## src/rtl/timer_pkg.sv

```systemverilog
// timer_pkg: shared state encoding, TCR field positions, data width and CKS encodings for the timer.
// Revision 1.0
`default_nettype none

package timer_pkg;

  localparam int DATA_W = 8;

  localparam int TCR_LOAD_BIT    = 7;
  localparam int TCR_ONESHOT_BIT = 6;
  localparam int TCR_DOWN_BIT    = 5;
  localparam int TCR_EN_BIT      = 4;

  localparam logic [1:0] CKS_DIV2  = 2'b00;
  localparam logic [1:0] CKS_DIV4  = 2'b01;
  localparam logic [1:0] CKS_DIV8  = 2'b10;
  localparam logic [1:0] CKS_DIV16 = 2'b11;

  typedef enum logic [1:0] {
    ST_IDLE = 2'b00,
    ST_LOAD = 2'b01,
    ST_RUN  = 2'b10,
    ST_HALT = 2'b11
  } state_t;

  // Terminal prescaler value for a clock select: 2^(cks+1)-1.
  function automatic logic [3:0] cks_terminal(input logic [1:0] cks);
    logic [3:0] term;
    term = 4'd1;
    case (cks)
      CKS_DIV2:  term = 4'd1;
      CKS_DIV4:  term = 4'd3;
      CKS_DIV8:  term = 4'd7;
      CKS_DIV16: term = 4'd15;
      default:   term = 4'd1;
    endcase
    return term;
  endfunction

endpackage

`default_nettype wire

```

## src/rtl/timer_prescaler.sv

```systemverilog
// timer_prescaler: 4-bit prescaler with selectable divide-by-2/4/8/16 tick.
// Revision 1.0
`default_nettype none

module timer_prescaler
  import timer_pkg::*;
(
  input  logic       clk,
  input  logic       rst_n,
  input  logic       clear,
  input  logic       enable,
  input  logic [1:0] cks,
  output logic       tick
);

  logic [3:0] prescale;

  // A >= compare lets a mid-run CKS reduction tick at once instead of wrapping.
  assign tick = enable && (prescale >= cks_terminal(cks));

  always_ff @(posedge clk or negedge rst_n) begin
    if (!rst_n) begin
      prescale <= 4'd0;
    end else if (clear || tick) begin
      prescale <= 4'd0;
    end else if (enable) begin
      prescale <= prescale + 4'd1;
    end
  end

endmodule

`default_nettype wire

```

## src/rtl/timer_counter_ctrl.sv

```systemverilog
// timer_counter_ctrl: 8-bit up/down timer with reload, prescaler and sticky wrap flags.
// Revision 1.0 -- optional one-shot halt enabled by TIMER_CTRL_ONESHOT_EN.
`default_nettype none

module timer_counter_ctrl
  import timer_pkg::*;
(
  input  logic              PCLK,
  input  logic              PRESETn,
  input  logic [DATA_W-1:0] TDR,
  input  logic [7:0]        TCR,
  input  logic              OVF_RESET_SIGNAL,
  input  logic              UNDF_RESET_SIGNAL,
  output logic [DATA_W-1:0] TCNT,
  output logic [1:0]        CL_IN,
  output logic              RUNNING
);

  state_t state, state_nxt;
  logic   load_q;
  logic   load_edge;
  logic   enable;
  logic   down;
  logic   tick;
  logic   step;
  logic   at_max;
  logic   at_min;
  logic   ovf_set;
  logic   undf_set;
  logic   oneshot_stop;

  assign load_edge = TCR[TCR_LOAD_BIT] && !load_q;
  assign enable    = TCR[TCR_EN_BIT];
  assign down      = TCR[TCR_DOWN_BIT];
  assign at_max    = (TCNT == {DATA_W{1'b1}});
  assign at_min    = (TCNT == {DATA_W{1'b0}});

  // A pending reload or a disable both pre-empt the count step.
  assign step     = tick && !load_edge && enable;
  assign ovf_set  = step && !down && at_max;
  assign undf_set = step && down && at_min;

`ifdef TIMER_CTRL_ONESHOT_EN
  assign oneshot_stop = TCR[TCR_ONESHOT_BIT] && (ovf_set || undf_set);
  logic unused_tcr;
  assign unused_tcr = ^TCR[3:2];
`else
  assign oneshot_stop = 1'b0;
  logic unused_tcr;
  assign unused_tcr = ^{TCR[TCR_ONESHOT_BIT], TCR[3:2]};
`endif

  timer_prescaler u_prescaler (
    .clk    (PCLK),
    .rst_n  (PRESETn),
    .clear  (state != ST_RUN),
    .enable (state == ST_RUN),
    .cks    (TCR[1:0]),
    .tick   (tick)
  );

  always_ff @(posedge PCLK or negedge PRESETn) begin
    if (!PRESETn) begin
      state  <= ST_IDLE;
      load_q <= 1'b0;
    end else begin
      state  <= state_nxt;
      load_q <= TCR[TCR_LOAD_BIT];
    end
  end

  always_comb begin
    state_nxt = state;
    case (state)
      ST_LOAD: begin
        if (load_edge)   state_nxt = ST_LOAD;
        else if (enable) state_nxt = ST_RUN;
        else             state_nxt = ST_IDLE;
      end
      ST_RUN: begin
        if (load_edge)         state_nxt = ST_LOAD;
        else if (!enable)      state_nxt = ST_IDLE;
        else if (oneshot_stop) state_nxt = ST_HALT;
        else                   state_nxt = ST_RUN;
      end
`ifdef TIMER_CTRL_ONESHOT_EN
      ST_HALT: begin
        if (load_edge)    state_nxt = ST_LOAD;
        else if (!enable) state_nxt = ST_IDLE;
        else              state_nxt = ST_HALT;
      end
`endif
      default: begin
        if (load_edge)   state_nxt = ST_LOAD;
        else if (enable) state_nxt = ST_RUN;
        else             state_nxt = ST_IDLE;
      end
    endcase
  end

  always_ff @(posedge PCLK or negedge PRESETn) begin
    if (!PRESETn) begin
      TCNT <= '0;
    end else if (state == ST_LOAD) begin
      TCNT <= TDR;
    end else if (step) begin
      TCNT <= down ? TCNT - 1'b1 : TCNT + 1'b1;
    end
  end

  // A new wrap wins over a simultaneous clear so no event is lost.
  always_ff @(posedge PCLK or negedge PRESETn) begin
    if (!PRESETn) begin
      CL_IN <= 2'b00;
    end else begin
      CL_IN[0] <= ovf_set  || (CL_IN[0] && !OVF_RESET_SIGNAL);
      CL_IN[1] <= undf_set || (CL_IN[1] && !UNDF_RESET_SIGNAL);
    end
  end

  assign RUNNING = (state == ST_RUN);

endmodule

`default_nettype wire

```

## config.mk

```make
export PLATFORM = sky130hd
export DESIGN_NAME = timer_counter_ctrl
export DESIGN_NICKNAME = d
export VERILOG_FILES = /design/src/rtl/timer_pkg.sv /design/src/rtl/timer_prescaler.sv /design/src/rtl/timer_counter_ctrl.sv
export SDC_FILE = /design/constraint.sdc
export NUM_CORES = 1
export LEC_CHECK = 0
export CAP_MARGIN = 20
export CORE_UTILIZATION = 51
export CTS_CLUSTER_DIAMETER = 200
export DETAILED_ROUTE_END_ITERATION = 10
export PLACE_DENSITY = 0.84
export SYNTH_ARGS = -nofsm -noshare
export SYNTH_HDL_FRONTEND = slang
export SYNTH_SLANG_ARGS = --single-unit
```

## constraint.sdc

```tcl
create_clock -name PCLK -period 5 [get_ports PCLK]
set_input_delay 1.5 -clock PCLK [delete_from_list [all_inputs] [get_ports PCLK]]
set_output_delay 1.5 -clock PCLK [all_outputs]
set_load 0.03 [all_outputs]
```

==> impl_results.md <==
- Synth area leaders: dfrtp_1 37%, ha_1 11%, a21oi_1 6.1%
- Post-Synthesis Cells: 126
- Core Util, Final: 71.3%
- Status: completed
- Power Total: 420 uW
- Tmin final: 3.76 ns
- Yosys top cell by area: dfrtp_1
- Root buf cell: clkbuf_4
- P per Cell Area: 288 nW/um^2
- Post-Synth Adder-Cell Area: 12.6%
- Drt wl/cell: 13.5 microns
- DRC errors left: 0
- Post-Syn Area: 1150 sq um
- Max FO, Critical Path: 9
- Die footprint: 2440 sq um
- Worst path arrival time: 3.98 ns
- Yosys warns: 0
- Initial Utilization: 56.2%
- Max VDD drop: 0.183 mV
- Mux cell area share after synthesis: 0.872%
- Antenna-violating nets left: 0
- Post-CTS Hold Buffers: 0
- Remaining Overflow, GRT: 0
- Mean area per synthesized cell: 9.11 sq um
- H-tree levels: 1
- Most common cell after layout, fill and taps aside: clkdlybuf4s50_1
- Slew @ Worst Pin: 0.763 ns
- Area growth, synth to finish: 26.8%
- Row cnt: 16
- Max Cap Viol: 0
- Initial antenna violation count: 0
- Critical Path Max Stage Delay: 0.68 ns
- Sequential area share after synthesis: 37.1%
- Simple-Gate Fraction of Synth Area: 23.4%
- Crit end category: flop
- Drt first-iter violations: 3
- Reg clk slew, reported paths: 0.10 ns
- Setup WS post-layout: 1.24 ns
- Leak: 0.634 nW
- Largest net degree at the start of global routing: 18
- Worst-Skew Late Latency: 0.30 ns
- Final hold vios: 0
- Worst setup slack after placement: 0.980 ns
- First-pass GRT wire length: 4270 microns
- Dpl cell area: 1430 sq um
- Clock Tree Buf Depth: 2
- Filler cells: 172
- Post-synth cell types: 39
- Slew Viols, Final: 0
- DR vias: 1010
- Post-DP HPWL: 1850 microns
- Max Clk Rate: 266 MHz
- Relative slew margins: 49.0%
- CTS Sinks: 17
- Worst path slowest cell: clkdlybuf4s50_1
- Cts repair resizes: 0
- Net Count, Synth: 157
- Setup-failing EPs final: 0
- DIE HEIGHT: 49.4 microns
- Top-area cell type share of the netlist area: 37.1%
- Placed cell count: 177
- RSZ-0062 raised after global routing: no
- Period utilization: 75.2%
- Commonest cells after routing, fill and taps aside: 27 x clkdlybuf4s50_1, 17 x dfrtp_1, 17 x nor2_1
- Worst setup SP type: input port
- Top-level port count: 31
- Finished layout cell area: 1460 sq um
- Number of global-route vias before repair: 1023
- Crit-path cells: clkdlybuf4s50_1 -> inv_1 -> fa_1 -> and2b_1 -> o21a_1 -> o21ai_1 -> or3_1 -> a31o_2 -> a31oi_1
- Nets: 186
- 1st-pass router iterations: 4
- XOR/XNOR Fraction of Synth Area: 3.82%
- WS Path Type: input port to flop
- Overall routing resource usage: 23.0%
- PortBufs: 27
- Clk_skew: 0.00397 ns
- Hold Crit Class: flop to flop
- Total CTS buffers: 3
- Setup bufs post-CTS: 0
- Vias/cell: 5.58
- Largest family of logic cells by synthesized area: simple AND/OR/NAND/NOR gates
- Routed WL: 2440 microns
- N_diodes: 0
- Hold Worst Slack: 0.423 ns
- GPL Wtd Cong: 0.910
- Non-filler instance count after layout: 181
- Share of cells above drive strength 1: 6.49%
- Core area: 2040 sq um
- Die span in x: 49.4 microns
- Setup_tns: 0 ns
- Req. time, crit path: 5.21 ns
- Synth Area in Compound Gates: 17.1%
- TritonCTS clock tree: yes
- Synth Register Bits: 17
final timing paths:
kind,from,to,slack (ns),depth (start not counted)
worst min-delay path,load_q,state[0],0.42,1
max in group asynchronous,PRESETn,u_prescaler.prescale[1],2.88,1
worst min register to register,load_q,state[0],0.42,1
worst max register to register,TCNT[0],TCNT[6],2.82,8
worst max-delay path,TCR[5],TCNT[6],1.24,9
min in group asynchronous,PRESETn,TCNT[3],1.64,1
cell usage after synthesis:
| master | instances |
|---|---|
| dfrtp_1 | 17 |
| nor2_1 | 17 |
| a21oi_1 | 14 |
| ha_1 | 10 |
| inv_1 | 9 |
| nand2_1 | 7 |
| nand3_1 | 5 |
| xnor2_1 | 4 |
| nand4_1 | 3 |
| nor2b_1 | 3 |
| and2b_1 | 2 |
| nand2b_1 | 2 |
| nor3_1 | 2 |
| o211ai_1 | 2 |
| o21a_1 | 2 |
| o21ai_0 | 2 |
| o21ai_1 | 2 |
| o22ai_1 | 2 |
| a21o_1 | 1 |
| a21oi_2 | 1 |
| a21oi_4 | 1 |
| a2bb2oi_1 | 1 |
| a31o_2 | 1 |
| a31oi_1 | 1 |
| buf_2 | 1 |
| buf_4 | 1 |
| buf_6 | 1 |
| fa_1 | 1 |
| mux2i_1 | 1 |
| nand3_2 | 1 |
| nand4b_1 | 1 |
| nor2b_2 | 1 |
| nor3b_1 | 1 |
| nor4_1 | 1 |
| nor4b_4 | 1 |
| o31ai_1 | 1 |
| or3_1 | 1 |
| or4_1 | 1 |
| xor2_1 | 1 |
worst max-delay path: cells and delay by family:
family | cells | cell delay (ns)
buffers and inverters | 2 | 0.86
adder cells (fa/ha/maj) | 1 | 0.45
AO/OA/AOI/OAI | 4 | 0.60
AND/OR/NAND/NOR | 2 | 0.55
registers in the layout, indices dropped and copies added (netlist names):
name	count
TCNT	8
u_prescaler.prescale	4
CL_IN	2
state	2
load_q	1
metal layers:
layer	track usage, %	share of wire, %	up-vias
met5	0	0	-
li1	-	-	500
met4	7.62	1.8	0
met3	5.61	5.6	7
met2	44.1	52	29
met1	24.0	40	474
power by group:
part,internal [mW],switching (mW),leakage (nW)
Clock,0.0298,0.0451,0.0177
Combinational,0.0792,0.0958,0.409
Sequential,0.151,0.0184,0.207
cell type report:
class / count / area [sq um] / share of cell area [%]
clock buffer: 3 / 22.5 / 1.55
clock inverter: 1 / 5.00 / 0.344
inverter: 9 / 33.8 / 2.32
multi-input combinational: 97 / 664 / 45.7
sequential: 17 / 425 / 29.2
tap: 27 / 33.8 / 2.32
timing repair buffer: 27 / 270 / 18.6
logic make-up (layout without fill, tap and decap cells):
family	Yosys count	count (layout)
AOI/OAI and AO/OA	31	31
adders and majority gates	11	11
xor gates and xnor gates	5	5
buffers and inverters	12	40
and+or+nand+nor	49	49
DFF	17	17
muxes	1	1
Note: power is estimated with default switching activity, not from simulation.
